### src/rtl/ifetch32_seq.sv
// Instruction-fetch stage: owns the PC, fetches through a req/ack handshake with a
// bounded wait, and presents the latched instruction to decode for one or more cycles.
//
// state | meaning
// ------+----------------------------------------------------------------
// IDLE  | request low for one cycle (after reset or after a fetch timeout)
// REQ   | imem_req high at PC, waiting for imem_ack or the timeout
// EXEC  | Instruction valid for decode; leaves on the first cycle without stall
module ifetch32_seq #(
    parameter logic [31:0] RESET_PC = 32'h0000_0000,
    parameter int          IMEM_AW  = 14,
    parameter int          TIMEOUT  = 64
) (
    input  logic               clock,
    input  logic               reset,
    output logic               imem_req,
    output logic [IMEM_AW-1:0] imem_addr,
    input  logic [31:0]        imem_rdata,
    input  logic               imem_ack,
    input  logic               stall,
    input  logic [31:0]        Addr_result,
    input  logic [31:0]        Read_data_1,
    input  logic               Zero,
    input  logic               Branch,
    input  logic               nBranch,
    input  logic               Jmp,
    input  logic               Jal,
    input  logic               Jr,
    output logic [31:0]        Instruction,
    output logic [31:0]        PC,
    output logic [31:0]        PC_plus_4,
    output logic [31:0]        opcplus4,
    output logic               insn_valid,
    output logic               fetch_err
);

    localparam int            CW       = (TIMEOUT > 2) ? $clog2(TIMEOUT) : 1;
    localparam logic [CW-1:0] CNT_LAST = CW'(TIMEOUT - 1);

    typedef enum logic [1:0] {
        IDLE = 2'd0,
        REQ  = 2'd1,
        EXEC = 2'd2
    } state_t;

    state_t        state_q, state_d;
    logic [CW-1:0] wait_cnt_q, wait_cnt_d;
    logic [31:0]   pc_q;
    logic [31:0]   insn_q;
    logic [31:0]   opc_q;
    logic          err_q;

    logic          fetch_done;
    logic          fetch_timeout;
    logic          leave_exec;
    logic [31:0]   pc_plus_4;
    logic          take_branch;
    logic [31:0]   next_pc;

    assign pc_plus_4   = pc_q + 32'd4;
    assign take_branch = (Branch & Zero) | (nBranch & ~Zero);

    // Jr outranks everything so a jal/jr collision still returns through rs.
    always_comb begin
        next_pc = pc_plus_4;
        if (Jr) begin
            next_pc = Read_data_1 & 32'hFFFF_FFFC;
        end else if (Jmp || Jal) begin
            next_pc = {pc_plus_4[31:28], insn_q[25:0], 2'b00};
        end else if (take_branch) begin
            next_pc = Addr_result & 32'hFFFF_FFFC;
        end
    end

    always_ff @(posedge clock or posedge reset) begin
        if (reset) begin
            state_q    <= IDLE;
            wait_cnt_q <= '0;
        end else begin
            state_q    <= state_d;
            wait_cnt_q <= wait_cnt_d;
        end
    end

    // An ack on the terminal-count cycle is taken ahead of the timeout.
    always_comb begin
        state_d       = state_q;
        wait_cnt_d    = wait_cnt_q;
        fetch_done    = 1'b0;
        fetch_timeout = 1'b0;
        leave_exec    = 1'b0;
        case (state_q)
            IDLE: begin
                wait_cnt_d = '0;
                state_d    = REQ;
            end
            REQ: begin
                if (imem_ack) begin
                    fetch_done = 1'b1;
                    wait_cnt_d = '0;
                    state_d    = EXEC;
                end else if (wait_cnt_q == CNT_LAST) begin
                    fetch_timeout = 1'b1;
                    wait_cnt_d    = '0;
                    state_d       = IDLE;
                end else begin
                    wait_cnt_d = wait_cnt_q + CW'(1);
                end
            end
            EXEC: begin
                wait_cnt_d = '0;
                if (!stall) begin
                    leave_exec = 1'b1;
                    state_d    = REQ;
                end
            end
            default: begin
                wait_cnt_d = '0;
                state_d    = IDLE;
            end
        endcase
    end

    always_ff @(posedge clock or posedge reset) begin
        if (reset) begin
            pc_q   <= RESET_PC;
            insn_q <= '0;
            opc_q  <= '0;
            err_q  <= 1'b0;
        end else begin
            if (fetch_done) begin
                insn_q <= imem_rdata;
            end
            if (fetch_timeout) begin
                err_q <= 1'b1;
            end
            if (leave_exec) begin
                pc_q <= next_pc;
                if (Jal) begin
                    opc_q <= pc_plus_4;
                end
            end
        end
    end

    assign imem_req    = (state_q == REQ);
    assign imem_addr   = pc_q[IMEM_AW+1:2];
    assign insn_valid  = (state_q == EXEC);
    assign Instruction = insn_q;
    assign PC          = pc_q;
    assign PC_plus_4   = pc_plus_4;
    assign opcplus4    = opc_q;
    assign fetch_err   = err_q;

endmodule

### config.mk
export PLATFORM = sky130hd
export DESIGN_NAME = ifetch32_seq
export DESIGN_NICKNAME = d
export VERILOG_FILES = /design/src/rtl/ifetch32_seq.sv
export SDC_FILE = /design/constraint.sdc
export NUM_CORES = 1
export LEC_CHECK = 0
export ABC_AREA = 1
export CORE_ASPECT_RATIO = 1.2
export CORE_MARGIN = 1.5
export CORE_UTILIZATION = 46
export DETAILED_ROUTE_END_ITERATION = 12
export HOLD_SLACK_MARGIN = 0.02
export PLACE_DENSITY = 0.95
export RECOVER_POWER = 25
export SKIP_LAST_GASP = 1
export SLEW_MARGIN = 20
export SYNTH_ARGS = -nofsm -noshare
export SYNTH_HDL_FRONTEND = slang
export SYNTH_SLANG_ARGS = --single-unit
### constraint.sdc
create_clock -name clock -period 9.4 [get_ports clock]
set_input_delay 1.88 -clock clock [delete_from_list [all_inputs] [get_ports clock]]
set_output_delay 1.88 -clock clock [all_outputs]
set_load 0.05 [all_outputs]
==> flow_summary.json <==
{
  "postRouteAntennaNets": 0,
  "setup_viol": 0,
  "post_cts_buffers": 0,
  "overflow": 0,
  "post_drt_wl_per_cell_um": 17.0,
  "yosysSeqAreaShare_pct": 43.7,
  "ir_worst_vdd_uv": 250,
  "fin_ws_ns": 4.59,
  "timing.final.crit_share_pct": 51.2,
  "power_density_nw_per_um2": 400,
  "grt_max_degree": 64,
  "violations": "capacitance limit, slew limit",
  "cts_made_buffers": 9,
  "wl_um": 19800,
  "cts_resized": 0,
  "design.core.area_um2": 12200,
  "critPathSlowestCell": "clkdlybuf4s50_1",
  "startpoint_type": "flop",
  "pin_count": 251,
  "place_area_um2": 8190,
  "crit_family": "buffers and inverters",
  "htreeDepth": 3,
  "worstHoldPathType": "flop to flop",
  "crit_top_cell": "nand3_1",
  "max_slew_margin_pct": -23.9,
  "drv_cap": 1,
  "cp_max_fo": 7,
  "seq_area_um2": 2530,
  "rows": 44,
  "layout-drive-gt1-share_pct": 6.07,
  "io_buffers": 240,
  "routed-via-count": 6099,
  "grt_setup_unrepaired": "no",
  "syn_to_final_growth_pct": 46.8,
  "synth_area_leaders": "dfrtp_1 44%, nand2_1 18%, nor2_1 6.4%, mux2_2 5.5%, inv_1 4.3%",
  "gp_congestion": 0.911,
  "yosysWarningCount": 0,
  "fin_crit_ns": 4.81,
  "insertion_delay_ns": 0.35,
  "initial_core_util_pct": 47.5,
  "path_class": "flop to primary output",
  "worstPathArrival_ns": 2.93,
  "postCtsHoldBufs": 0,
  "max_freq_mhz": 208,
  "dr.pass1.iters": 5,
  "cp_data_required_time_ns": 7.52,
  "synth_area_per_cell_um2": 7.34,
  "drt_iter0_markers": 468,
  "postSynth.asyncResetShare_pct": 100,
  "p_leak_uw": 0.00393,
  "grt_pass1_wl_um": 31500,
  "placed_cells": 1151,
  "synth_edf_count": 0,
  "synth_cell_type_count": 32,
  "whs_ns": 0.476,
  "clock_path_buffers": 2,
  "slowest_delay_ns": 0.88,
  "synth_area_um2": 5780,
  "n_antenna_cell": 0,
  "synth_seq_cells": 101,
  "multi_input_area_um2": 2750,
  "end_kind": "primary output",
  "finalHoldViolations": 0,
  "die_area_um2": 13200,
  "yosys.area.top_type": "dfrtp_1",
  "finalClockSkew_ns": 0.00612,
  "tns_ns": 0,
  "fin_nets": 1109,
  "cts_tree": "yes",
  "dpl_worst_slack_ns": 4.97,
  "clk_pin_slew_worst_paths_ns": 0.07,
  "final-max-slew-violation-count": 40,
  "cts.sinks": 101,
  "yosys.area.top_type_share_pct": 43.7,
  "path_buf_inv": 1,
  "antenna_found_initial": 0,
  "fin_cells": 1166,
  "synthCells": 787,
  "cts_root_buffer": "clkbuf_16",
  "status": "finished with violations",
  "finalInstanceArea_um2": 8480,
  "drc": 0,
  "worstMarginPinSlew_ns": 1.85,
  "vias_per_cell": 5.23,
  "cp_cell_sequence": "ha_1, nand3_1, nor2_1, nand3_1, xnor2_1, clkdlybuf4s50_1",
  "die_height_um": 126,
  "grt_pass1_vias": 6160,
  "die_x_um": 105,
  "synthFlopType": "dfrtp_1",
  "dp_hpwl_um": 14600,
  "grt_usage_pct": 30.5,
  "nFillCells": 958
}
[worst register-to-register path, cell delays in order (launching register included)]
cell and delay, ns:
dfrtp_1 0.38, inv_1 0.06, nor2_2 0.05, nand2_2 0.05, buf_4 0.49, inv_2 0.22, nand2_2 0.45, inv_2 0.41
nor2_1 0.23, a31oi_1 0.07
[metal layers]
layer	global-route usage (%)	vias up	routed length [um]
met2	52.0	329	9830
met3	4.50	51	1470
met1	37.5	2842	7650
met5	0	-	0
met4	15.7	0	842
li1	-	2877	-
[kinds of logic (layout without fill, tap and decap cells)]
kind of cell / after synthesis / after routing / synth area share [%]
AOI/OAI and AO/OA: 84 / 84 / 7.95
xor gates and xnor gates: 15 / 15 / 2.40
adders and majority gates: 2 / 2 / 0.433
buffers and inverters: 116 / 329 / 9.05
DFF: 101 / 101 / 43.7
muxes: 28 / 28 / 5.46
other: 1 / 6 / 0.0649
and+or+nand+nor: 440 / 440 / 30.9
[registers in the layout (all words and copies together) (netlist names)]
signal	count
fetch_err	1
opcplus4	30
Instruction	32
PC	30
state_q	2
wait_cnt_q	6
[cell usage after synthesis, types with 3 or more instances]
| library cell | count |
|---|---|
| a31oi_1 | 11 |
| mux2_2 | 28 |
| and2_1 | 4 |
| o21ai_0 | 23 |
| buf_4 | 20 |
| inv_1 | 66 |
| clkbuf_1 | 17 |
| buf_2 | 10 |
| nand2_1 | 275 |
| dfrtp_1 | 101 |
| nand3_1 | 41 |
| a21oi_1 | 39 |
| nand2_2 | 3 |
| nor2_2 | 4 |
| xor2_1 | 8 |
| xnor2_1 | 6 |
| nand3b_1 | 7 |
| nor2_1 | 99 |
| o211ai_1 | 6 |
[cells in the final DEF, fill, tap and decap left out, drive strengths merged, types with 4 or more instances in the layout]
cell type and count:
a21oi 39, a31oi 11, and2 4, buf 5, clkbuf 16, clkdlybuf4s50 232
conb 6, dfrtp 101, dlygate4sd3 8, inv 67, mux2 28, nand2 278
nand3 41, nand3b 7, nor2 105, o211ai 6, o21ai 24, xnor2 6
xor2 9
[layout make-up]
cell class,instances,area share (%)
clock buffers,15,3.51
inverters,68,3.02
multi-input cells,575,32.5
flip-flops and latches,101,29.8
well taps,161,2.38
repair buffers,246,28.8
[worst paths after layout]
check	from	to	slack, ns	depth (start not counted)
max	PC[2]$_DFFE_PP0P_	PC_plus_4[16]	4.59	6
min	wait_cnt_q[0]$_DFF_PP0_	wait_cnt_q[0]$_DFF_PP0_	0.48	1
max reg2reg	state_q[1]$_DFFE_PP0P_	opcplus4[22]$_DFFE_PP0P_	6.86	9
min reg2reg	wait_cnt_q[0]$_DFF_PP0_	wait_cnt_q[0]$_DFF_PP0_	0.48	1
max in group asynchronous	reset	Instruction[31]$_DFFE_PP0P_	5.41	3
min in group asynchronous	reset	Instruction[0]$_DFFE_PP0P_	2.45	2
[power by group]
part / leakage [uW] / internal, uW / switching, uW
sequential: 0.00123 / 630 / 203
clock: 0.000148 / 215 / 162
combinational: 0.00255 / 703 / 1480
total: 0.00393 / 1550 / 1840
[per-stage QoR]
step	total power [uW]	utilization [%]
finish	3390	69.7
global route	3530	69.7
CTS	3390	69.7
detailed placement	3010	67.3
global placement	2970	67.3
floorplan	2270	-
(Power assumes the default switching activity.)
